File: config.mk
export PLATFORM = sky130hd
export DESIGN_NAME = uvma_reset_gen_flat
export DESIGN_NICKNAME = d
export VERILOG_FILES = /design/src/rtl/uvma_reset_gen_pkg.sv /design/src/rtl/uvma_reset_gen_if.sv /design/src/rtl/uvma_reset_gen_dcnt.sv /design/src/rtl/uvma_reset_gen.sv /design/src/flat_wrapper.sv
export SDC_FILE = /design/constraint.sdc
export NUM_CORES = 1
export LEC_CHECK = 0
export CAP_MARGIN = 30
export CORE_MARGIN = 2
export CORE_UTILIZATION = 56
export CTS_BUF_LIST = sky130_fd_sc_hd__clkbuf_16
export DETAILED_ROUTE_END_ITERATION = 8
export PLACE_DENSITY_LB_ADDON = 0.2
export SYNTH_ARGS = -nofsm -noshare
export SYNTH_HDL_FRONTEND = slang
export SYNTH_SLANG_ARGS = --single-unit
File: constraint.sdc
create_clock -name clk -period 5.06 [get_ports clk]
set_input_delay 1.012 -clock clk [delete_from_list [all_inputs] [get_ports clk]]
set_output_delay 1.012 -clock clk [all_outputs]
set_load 0.005 [all_outputs]
File: src/rtl/uvma_reset_gen_pkg.sv
// Shared types and helpers for the reset pulse generator.
package uvma_reset_gen_pkg;

    typedef enum logic [1:0] {
        IDLE   = 2'd0,
        ASSERT = 2'd1,
        HOLD   = 2'd2
    } uvma_reset_gen_state_t;

    // Width of the hold-off counter; never below one bit so HOLDOFF==0 still elaborates.
    function automatic int hold_w(input int holdoff);
        return (holdoff < 1) ? 1 : $clog2(holdoff + 1);
    endfunction

endpackage

File: src/rtl/uvma_reset_gen_if.sv
// Request handshake and generated-reset status bundle between a requester and the generator.
interface uvma_reset_gen_if #(
    parameter int LEN_W = 16,
    parameter int CNT_W = 16
) ();

    logic             req_valid;
    logic             req_ready;
    logic [LEN_W-1:0] req_len;
    logic             rst_n_o;
    logic             rst_active;
    logic             done;
    logic             busy;
    logic [CNT_W-1:0] pulse_cnt;

    modport master (
        output req_valid, req_len,
        input  req_ready, rst_n_o, rst_active, done, busy, pulse_cnt
    );

    modport slave (
        input  req_valid, req_len,
        output req_ready, rst_n_o, rst_active, done, busy, pulse_cnt
    );

endinterface

File: src/rtl/uvma_reset_gen_dcnt.sv
// Loadable down-counter that flags when the current count is one.
// Load wins over decrement; no reset of its own, the owner loads it when needed.
module uvma_reset_gen_dcnt #(
    parameter int W = 16
) (
    input  logic         clk,
    input  logic         load,
    input  logic [W-1:0] value,
    input  logic         dec,
    output logic         is_one
);

    logic [W-1:0] cnt;

    // Load a fresh count or step down by one.
    always_ff @(posedge clk) begin
        if (load) begin
            cnt <= value;
        end else if (dec) begin
            cnt <= cnt - W'(1);
        end
    end

    assign is_one = (cnt == W'(1));

endmodule

File: src/rtl/uvma_reset_gen.sv
// Reset pulse generator: drives an active-low reset for an exact number of cycles
// on request, enforces a hold-off gap, counts completed pulses and can issue a
// power-on pulse by itself. All outputs come straight from flops.
import uvma_reset_gen_pkg::*;

module uvma_reset_gen #(
    parameter int LEN_W       = 16,
    parameter int DEFAULT_LEN = 16,
    parameter int HOLDOFF     = 4,
    parameter int CNT_W       = 16,
    parameter int POR_EN      = 1
) (
    input  logic           clk,
    input  logic           reset_n,
    uvma_reset_gen_if.slave bus
);

    localparam int HOLD_W = hold_w(HOLDOFF);

    uvma_reset_gen_state_t state;

    logic             rst_n_q;
    logic             rst_active_q;
    logic             done_q;
    logic             busy_q;
    logic             req_ready_q;
    logic [CNT_W-1:0] pulse_cnt_q;

    logic [LEN_W-1:0] eff_len;
    logic [LEN_W-1:0] len_load_val;
    logic             len_load;
    logic             len_dec;
    logic             len_is_one;

    logic             hold_load;
    logic             hold_dec;
    logic             hold_is_one;

    function automatic logic [CNT_W-1:0] sat_inc(input logic [CNT_W-1:0] v);
        return (&v) ? v : v + CNT_W'(1);
    endfunction

    // A zero request length means "use the default pulse length".
    assign eff_len = (bus.req_len == '0) ? LEN_W'(DEFAULT_LEN) : bus.req_len;

    // The length counter tracks req_len while idle so the handshake edge captures it;
    // during block reset it is primed with the power-on length.
    assign len_load     = !reset_n || (state == IDLE);
    assign len_load_val = !reset_n ? LEN_W'(DEFAULT_LEN) : eff_len;
    assign len_dec      = (state == ASSERT);

    // The hold counter sits preloaded outside HOLD, so it starts counting on the done edge.
    assign hold_load = (state != HOLD);
    assign hold_dec  = (state == HOLD);

    uvma_reset_gen_dcnt #(.W(LEN_W)) u_len_cnt (
        .clk    (clk),
        .load   (len_load),
        .value  (len_load_val),
        .dec    (len_dec),
        .is_one (len_is_one)
    );

    uvma_reset_gen_dcnt #(.W(HOLD_W)) u_hold_cnt (
        .clk    (clk),
        .load   (hold_load),
        .value  (HOLD_W'(HOLDOFF)),
        .dec    (hold_dec),
        .is_one (hold_is_one)
    );

    // FSM with registered outputs; block reset keeps rst_n_o low when a power-on pulse follows.
    always_ff @(posedge clk) begin
        if (!reset_n) begin
            state        <= (POR_EN != 0) ? ASSERT : IDLE;
            rst_n_q      <= (POR_EN == 0);
            rst_active_q <= (POR_EN != 0);
            busy_q       <= (POR_EN != 0);
            req_ready_q  <= (POR_EN == 0);
            done_q       <= 1'b0;
            pulse_cnt_q  <= '0;
        end else begin
            done_q <= 1'b0;
            case (state)
                IDLE: begin
                    if (bus.req_valid && req_ready_q) begin
                        state        <= ASSERT;
                        rst_n_q      <= 1'b0;
                        rst_active_q <= 1'b1;
                        busy_q       <= 1'b1;
                        req_ready_q  <= 1'b0;
                    end
                end
                ASSERT: begin
                    if (len_is_one) begin
                        rst_n_q      <= 1'b1;
                        rst_active_q <= 1'b0;
                        done_q       <= 1'b1;
                        pulse_cnt_q  <= sat_inc(pulse_cnt_q);
                        if (HOLDOFF == 0) begin
                            state       <= IDLE;
                            busy_q      <= 1'b0;
                            req_ready_q <= 1'b1;
                        end else begin
                            state <= HOLD;
                        end
                    end
                end
                HOLD: begin
                    if (hold_is_one) begin
                        state       <= IDLE;
                        busy_q      <= 1'b0;
                        req_ready_q <= 1'b1;
                    end
                end
                default: begin
                    state        <= IDLE;
                    rst_n_q      <= 1'b1;
                    rst_active_q <= 1'b0;
                    busy_q       <= 1'b0;
                    req_ready_q  <= 1'b1;
                end
            endcase
        end
    end

    assign bus.rst_n_o    = rst_n_q;
    assign bus.rst_active = rst_active_q;
    assign bus.done       = done_q;
    assign bus.busy       = busy_q;
    assign bus.req_ready  = req_ready_q;
    assign bus.pulse_cnt  = pulse_cnt_q;

endmodule

File: src/flat_wrapper.sv
// flat-port wrapper written by rule: the top's interface ports become plain ports
module uvma_reset_gen_flat 
#(
    parameter int LEN_W       = 16,
    parameter int DEFAULT_LEN = 16,
    parameter int HOLDOFF     = 4,
    parameter int CNT_W       = 16,
    parameter int POR_EN      = 1
)
  (clk, reset_n, bus_req_valid, bus_req_len, bus_req_ready, bus_rst_n_o, bus_rst_active, bus_done, bus_busy, bus_pulse_cnt);
  uvma_reset_gen_if #(.LEN_W(LEN_W), .CNT_W(CNT_W)) bus_i ();
  input  logic clk;
  input  logic reset_n;
  input wire logic [$bits(bus_i.req_valid)-1:0] bus_req_valid;
  input wire logic [$bits(bus_i.req_len)-1:0] bus_req_len;
  output wire logic [$bits(bus_i.req_ready)-1:0] bus_req_ready;
  output wire logic [$bits(bus_i.rst_n_o)-1:0] bus_rst_n_o;
  output wire logic [$bits(bus_i.rst_active)-1:0] bus_rst_active;
  output wire logic [$bits(bus_i.done)-1:0] bus_done;
  output wire logic [$bits(bus_i.busy)-1:0] bus_busy;
  output wire logic [$bits(bus_i.pulse_cnt)-1:0] bus_pulse_cnt;
  assign bus_i.req_valid = bus_req_valid;
  assign bus_i.req_len = bus_req_len;
  assign bus_req_ready = bus_i.req_ready;
  assign bus_rst_n_o = bus_i.rst_n_o;
  assign bus_rst_active = bus_i.rst_active;
  assign bus_done = bus_i.done;
  assign bus_busy = bus_i.busy;
  assign bus_pulse_cnt = bus_i.pulse_cnt;
  uvma_reset_gen #(.LEN_W(LEN_W), .DEFAULT_LEN(DEFAULT_LEN), .HOLDOFF(HOLDOFF), .CNT_W(CNT_W), .POR_EN(POR_EN)) u_core (.clk(clk), .reset_n(reset_n), .bus(bus_i));
endmodule
[Word-level counts from Yosys, hierarchy flattened]
Cells that the tools add are included.
Word-level totals
  register bits after elaboration: 42
  output and inout bits: 21
  logic and storage cells: 54
Cells by class
  add/subtract/negate cells: 3
  eq/ne operators: 8
  muxes and demuxes: 19
  bitwise logic cells: 3
  reductions and logical operators: 12
Operators with widths (count)
  2-to-1 mux 16 bit: 4
  adder 16 x 1 -> 16 bit, second input constant: 1
  equality test 16 x 1 -> 1 bit, second input constant: 1
  logical NOT 16 bit: 1
  AND reduction 16 bit: 1
  subtractor 16 x 1 -> 16 bit, second input constant: 1
  one-hot mux 1 bit (3 select lines): 4
  AND reduction 3 bit: 4
  != test 2 bit, second input constant: 4
  2-to-1 mux 1 bit: 7
  2-to-1 mux 2 bit: 3
  one-hot mux 2 bit (3 select lines): 1
  equality test 3 x 1 -> 1 bit, second input constant: 1
  NOT 1 bit: 3
  subtractor 3 x 1 -> 3 bit, second input constant: 1
  equality test 2 x 1 -> 1 bit, second input constant: 1
  equality test 2 bit, second input constant: 1
  logical NOT 2 bit: 1
  AND reduction 2 bit: 1
  nonzero test 2 bit: 1
  logical AND 1 bit: 1
  logical NOT 1 bit: 1
  logical OR 1 bit: 1

[Depth between registers and ports, before layout]
Gate-level depths: netlist of the first run.
  depth after elaboration: 4
  gate-level depth with buffers: 7

[By module]
Synthesis of the first run repeated with hierarchy kept, for this count alone.
Second synthesis, totals
  cells, all modules: 265
  area, all modules: 2406.1 um^2
By module, submodules not included
  uvma_reset_gen: times used 1, cells each 154, area an instance 1261.2 um^2, seq. area each 460.4 um^2
  uvma_reset_gen_dcnt (u_core.u_len_cnt): times used 1, cells each 95, area an instance 972.2 um^2, seq. area each 480.5 um^2
  uvma_reset_gen_dcnt (u_core.u_hold_cnt): times used 1, cells each 16, area an instance 172.7 um^2, seq. area each 90.1 um^2

[Worst setup path after synthesis of the first run]
OpenSTA, ideal clock, no wires.
  path type: in2reg
  start: input port reset_n
  end: register u_core.u_len_cnt.cnt[0], enable pin
  library setup time: 0.363 ns
  arrival time: 1.897 ns
  setup slack: 2.799 ns
  stages on the path: 3
  buffers on the path: 2
  cells stage by stage: clkbuf_1 clkbuf_1 nand2_1
On the way
  longest elaborated chain between the ends: 3
Ends and longest elaborated chain
  from (decl): RTL line flat_wrapper.sv:13  | input logic reset_n;
  logical NOT 1 bit: RTL line uvma_reset_gen.sv:48  | assign len_load = !reset_n || (state == IDLE);
  logical OR 1 bit: RTL line uvma_reset_gen.sv:48
  nonzero test 2 bit (no line)
  to (signal assigned): RTL line uvma_reset_gen_dcnt.sv:18  | cnt <= value;
  to (signal assigned): RTL line uvma_reset_gen_dcnt.sv:20  | cnt <= cnt - W'(1);
  to (decl): RTL line uvma_reset_gen_dcnt.sv:13  | logic [W-1:0] cnt;
Every way passes these cells.
A chain may end at the register's enable or synchronous reset.

[Worst setup path after layout of the first run]
  start: input port reset_n
  end: register u_core.u_len_cnt.cnt[4] (data pin)
On the way
  longest elaborated chain between the ends: 3
  elaborated cells on any way between the ends: 4
  classes of those cells: mux (2); reduce/logical (2)
Ends and longest elaborated chain
  logical NOT 1 bit: RTL line uvma_reset_gen.sv:48
  logical OR 1 bit: RTL line uvma_reset_gen.sv:48
  2-to-1 mux 16 bit *: RTL line uvma_reset_gen_dcnt.sv:17  | if (load) begin
Mark *: on every way between the ends. The rest lies on a longest branch, timed or not.

==> metrics.txt, run 1 <==
status finished, final reports clean; PwrDens 419 mW/mm^2; Seq/Total Area, Yosys 45.4%; hold path depth 1; CP startpoint kind input port; CP required 5080 ps; CP Capture Type flop; hold_ws 448 ps; Synth Warn # 0; GRT Overall Usage 25.6%; crit path max fanout 19; antenna violations before repair 0; I/O pin count 40; ant diodes 0; crit path time final 2630 ps; dpl ws 2130 ps; clock sink total 42; Worst Slack Setup Final 2430 ps; DR vias 1977; Die ar. 0.00446 mm^2; slowest CP cell clkdlybuf4s50_1; post-synthesis register bit count 42; VDD IR-drop max 0.312 mV; Die H 66.8 um; Net Count, Synth 272; syn_area_per_cell 8.90 um^2; hold buffers post-CTS 0; clock latency on the worst-skew pair 280 ps; Synth Area in Simple Gates 29.4%; row count 22; core area 0.00372 mm^2; most frequently used flop master after synthesis dfxtp_1; cell area after synthesis 0.00221 mm^2; worst clock skew 6.05 ps; crit-path cells clkdlybuf4s50_1 -> and3_1 -> a21oi_1; RSZ-0062 raised after global routing no; number of port buffers 39; FILL cells 280; fin crit share 52.0%; grt total ovfl 0; DRT Wirelength 4.95 mm; DIE WIDTH 66.8 um; main combinational cell family by area after synthesis simple AND/OR/NAND/NOR gates; final setup TNS 0 ps; largest net degree at the start of global routing 22; Lkg Pwr 1.03 nW; # Post-CTS Setup Buffers 0; drt first pass iters 4; crit path DAT 2650 ps; Post-synth EDFFs 16; total power 1.16 mW; post-synthesis compound-gate area fraction 10.5%; Initial Util 59.4%; type of the most critical hold path reg -> reg; max_cap viols 0; TritonCTS clock tree built; worst min-delay path startpoint u_core.u_hold_cnt.cnt[0]; Final Hold Viols 0; max-slew violation count 0; Area growth, synth to finish 25.2%; critical path type in -> reg; setup slack, reg-to-reg 2470 ps; worst-case reg-to-reg path depth 5; ratio of cells with drive above 1 in the final layout 3.50%; Initial DRC Count 144; Num CTS Buffers 5; vias in the first global route 1877; placed cell area 0.00263 mm^2; async set or reset register ratio after synthesis 0%; post-synthesis adder-cell area fraction 2.83%; Worst-Margin Slew 678 ps; CTS Buffer Depth 2; xor/xnor share of the synthesized area 5.95%; cells after synthesis 248; residual DRC count 0; FMAX 380 MHz; WHS Endpoint u_core.u_hold_cnt.cnt[0]; clk slew on worst S/H paths 60 ps; Avg WL per Cell 14.8 um; mux cell area share after synthesis 2.72%; Final Net Count 309; post_cts resized 0; max incr delay on CP 880 ps; Detail Route Antenna Nets 0; FF-to-FF Start u_core.u_len_cnt.cnt[2]; RR Endpoint u_core.bus.pulse_cnt[11]; H-tree level count 2; post-DP HPWL 3.51 mm; final setup violation count 0; routability-driven placement congestion ratio 0.817; final instance area 0.00276 mm^2; headroom to the max-slew limit 54.7%; vias per cell 5.92; first-pass GRT wire length 8.53 mm; Netlist cell types 33; root buf cell clkbuf_16
==> metal layers <==
| metal | vias up | part of all wire, % | global-route usage [%] |
|---|---|---|---|
| met3 | 8 | 5.1 | 7.26 |
| met4 | 0 | 1.4 | 8.67 |
| met2 | 51 | 49 | 41.5 |
| met5 | - | 0 | 0 |
| met1 | 948 | 45 | 32.6 |
| li1 | 970 | - | - |
==> area by class of cell <==
type	count	area (um^2)	area share (%)
inverters	9	33.8	1.22
flip-flops and latches	42	1000	36.2
clock buffers	5	125	4.53
clock inverters	3	11.3	0.407
multi-input cells	187	1130	41.1
well taps	48	60.1	2.17
repair buffers	40	398	14.4
==> cells in the final DEF (no fill, tap or decap), drive strengths merged, types with 6 or more instances in the layout <==
cell	Yosys	final
a21oi	14	14
and3	6	6
clkdlybuf4s50	0	39
dfxtp	26	26
edfxtp	16	16
inv	9	11
mux2i	6	6
nand2	30	30
nand2b	8	8
nand3	9	9
nand4	11	11
nor2	15	15
nor3	7	7
nor4	6	6
o21ai	26	26
or3	10	10
xnor2	11	11
==> synthesized netlist by cell type (6+ instances only) <==
library cell,n,area [um^2]
clkbuf_1,10,37.5
nand4_1,11,68.8
inv_1,9,33.8
nand2_1,30,113
o21ai_0,26,130
mux2i_1,6,60.1
nand2b_1,8,50.1
edfxtp_1,16,480
xnor2_1,11,96.3
and3_1,6,37.5
nor3_1,6,30.0
nor2_1,15,56.3
or3_1,10,62.6
a21oi_1,14,70.1
dfxtp_1,26,521
nand3_1,9,45.0
==> registers in the layout, summed over array words and instances (netlist names) <==
register and count:
u_core.bus.busy 1, u_core.bus.rst_n_o 1, u_core.bus.req_ready 1, u_core.u_hold_cnt.cnt 3, u_core.bus.done 1, u_core.bus.rst_active 1, u_core.state 2, u_core.u_len_cnt.cnt 16
u_core.bus.pulse_cnt 16
==> kinds of logic (layout without fill, tap and decap cells) <==
kind of cell,Yosys count,in the layout
simple gates,117,117
buf+inv,19,57
flops,42,42
xor+xnor,15,15
compound gates,44,44
mux,6,6
fa+ha+maj,5,5
==> power by group <==
part	internal [mW]	leakage (nW)	total (mW)	switching (mW)
logic	0.170	0.555	0.354	0.183
clock network	0.177	0.0738	0.298	0.120
registers	0.436	0.399	0.506	0.0697
==> per-stage QoR <==
stage / cells / utilization [%]
after floorplan: 248 / -
after global placement: 326 / 70.7
after detailed placement: 326 / 70.7
after CTS: 334 / 74.4
after global routing: 334 / 74.4
final: 334 / 74.4
==> how the worst max path moves through the flow <==
stage                     startpoint                       to  slack, ps
after floorplan              reset_n  u_core.u_len_cnt.cnt[0]       2800
after global placement       reset_n  u_core.u_len_cnt.cnt[5]       2160
after detailed placement     reset_n  u_core.u_len_cnt.cnt[7]       2130
after CTS                    reset_n  u_core.u_len_cnt.cnt[8]       2440
after global routing         reset_n  u_core.u_len_cnt.cnt[4]       2220
final                        reset_n  u_core.u_len_cnt.cnt[4]       2430
==> worst max-delay path, delay by kind of cell <==
family,cells,cell delay [ps]
buffers and inverters,1,880
and+or+nand+nor,1,610
AOI/OAI and AO/OA,1,140
Power figures use the tool's default switching activity.
==> run 2, diff against run 1 <==
Settings changed: CORE_UTILIZATION 56 to 47.
Clock period 5.06 ns to 2.3 ns, I/O delays scaled along.
==> metrics.txt, run 2 (synthesized netlist as in run 1, its figures left out) <==
status finished, final reports clean; FMAX 465 MHz; residual DRC count 0 (unchanged); most common cell after layout, fill and taps aside clkdlybuf4s50_1; RSZ-0062 raised after global routing no; Detail Route Antenna Nets 0 (unchanged); row count 24 (+9.1%); total power 2.82 mW (+140%); post-DP HPWL 3.56 mm (+1.2%); FF-to-FF Start u_core.u_len_cnt.cnt[11]; drt first pass iters 4 (unchanged); Initial DRC Count 155 (+7.6%); hold_ws 443 ps (-5.59 ps); Die H 72.5 um (+8.6%); I/O pin count 40 (unchanged); final setup violation count 0 (unchanged); TritonCTS clock tree built; DRT Wirelength 4.89 mm (-1.2%); Final Hold Viols 0 (unchanged); Worst-Margin Slew 434 ps (-244 ps); Final Net Count 321 (+3.9%); ratio of cells with drive above 1 in the final layout 8.39% (+4.9 points); sequential cell area 0.00100 mm^2 (unchanged); final setup TNS 0 ps (unchanged); area of the multi-input gates 0.00114 mm^2 (+0.44%); type of the most critical hold path reg -> reg; largest net degree at the start of global routing 18 (-18%); Num CTS Buffers 5 (unchanged); Lkg Pwr 1.10 nW (+7.1%); CP Capture Type flop; CP startpoint kind flop; GRT Overall Usage 20.6% (-4.9 points); crit path max fanout 10 (-9); DIE WIDTH 72.5 um (+8.6%); vias per cell 5.75 (-2.9%); ant diodes 0 (unchanged); RR Endpoint u_core.bus.pulse_cnt[12]; first-pass GRT wire length 8.34 mm (-2.2%); CTS Buffer Depth 2 (unchanged); antenna violations before repair 0 (unchanged); fin crit share 93.5%; routability-driven placement congestion ratio 0.765 (-6.4%); DR vias 2011 (+1.7%); number of port buffers 39 (unchanged); H-tree level count 2 (unchanged); final core occ 65.5% (-8.9 points); Avg WL per Cell 14.0 um (-5.7%); clock sink total 42 (unchanged); PwrDens 970 mW/mm^2 (+130%); root buf cell clkbuf_16; crit path time final 2150 ps; worst clock skew 3.47 ps (-2.58 ps); Die ar. 0.00526 mm^2 (+18%); vias in the first global route 1806 (-3.8%); Initial Util 49.7% (-9.7 points); clock latency on the worst-skew pair 280 ps (about the same); worst-case reg-to-reg path depth 6 (+1); CP required 2510 ps (-2570 ps); core area 0.00444 mm^2 (+20%); FILL cells 362 (+29%); critical path type reg -> reg; VDD IR-drop max 0.456 mV (+46%); hold path depth 1 (unchanged); grt total ovfl 0 (unchanged); Area growth, synth to finish 31.9%; max_cap viols 0 (unchanged); worst min-delay path startpoint u_core.u_hold_cnt.cnt[0]; crit path DAT 2360 ps (-290 ps); setup slack, reg-to-reg 150 ps (-2320 ps); max-slew violation count 0 (unchanged); WHS Endpoint u_core.u_hold_cnt.cnt[0]; clk slew on worst S/H paths 60 ps (about the same); most frequent cells in the layout clkdlybuf4s50_1, nand2_1, o21ai_0, dfxtp_1, edfxtp_1; headroom to the max-slew limit 71.0% (+16 points)
## run 2: changes by cell type in the layout (fill, tap and decap cells not counted)
cell and change:
clkbuf_16 +1, buf_4 +12, nand3_1 -1, bufinv_16 +1, nand3_2 +1, inv_1 -2
## run 2: worst max-delay path: stages, from the launching register on
cell and delay, ps:
edfxtp_1 410, or4_4 560, nor4_2 210, nand3_2 180
buf_4 200, or3_1 350, a21oi_1 170
## run 2: power by group
part	switching [mW]	leakage (nW)	total, mW	internal, mW
clock	0.278	0.0896	0.852	0.574
sequential	0.148	0.399	1.11	0.959
combinational	0.432	0.612	0.865	0.433
total	0.857	1.10	2.82	1.97
## run 2: worst max path at each step
stage / from / to / cells past startpoint
finish: u_core.u_len_cnt.cnt[11] / u_core.bus.pulse_cnt[12] / 6
global route: u_core.u_len_cnt.cnt[11] / u_core.bus.rst_active / 5
CTS: u_core.u_len_cnt.cnt[11] / u_core.bus.pulse_cnt[12] / 6
detailed placement: bus_req_len[10] / u_core.u_len_cnt.cnt[3] / 6
global placement: bus_req_len[10] / u_core.u_len_cnt.cnt[12] / 6
floorplan: u_core.u_len_cnt.cnt[10] / u_core.u_len_cnt.cnt[15] / 5
## run 2: per-stage QoR
step / cell area, um^2 / std cells / worst slack, ps
final: 2910 / 350 / 149
after global routing: 2910 / 350 / 36.7
after CTS: 2910 / 350 / 120
after detailed placement: 2720 / 342 / 127
after global placement: 2720 / 342 / 131
after floorplan: 2210 / 248 / 304
## run 2: repair_timing
action,4_1_cts,5_1_grt
endpoints found under the setup margin,0,4
hold buffers,0,0
gates resized for setup,0,1
setup buffers,0,0
## run 2: cell type report
cell class                      instances  area share, %
Clock buffer                            6           5.16
Clock inverter                          2           1.16
Inverter                                9           1.16
Multi-Input combinational cell        187           39.1
Sequential cell                        42           34.4
Tap cell                               52           2.23
Timing Repair Buffer                   52           16.8
## run 2: metal layers
| metal | track usage (%) | wire (um) |
|---|---|---|
| met5 | 0 | 0 |
| met4 | 9.26 | 101 |
| met3 | 4.86 | 287 |
| met2 | 31.6 | 2290 |
| met1 | 27.7 | 2210 |
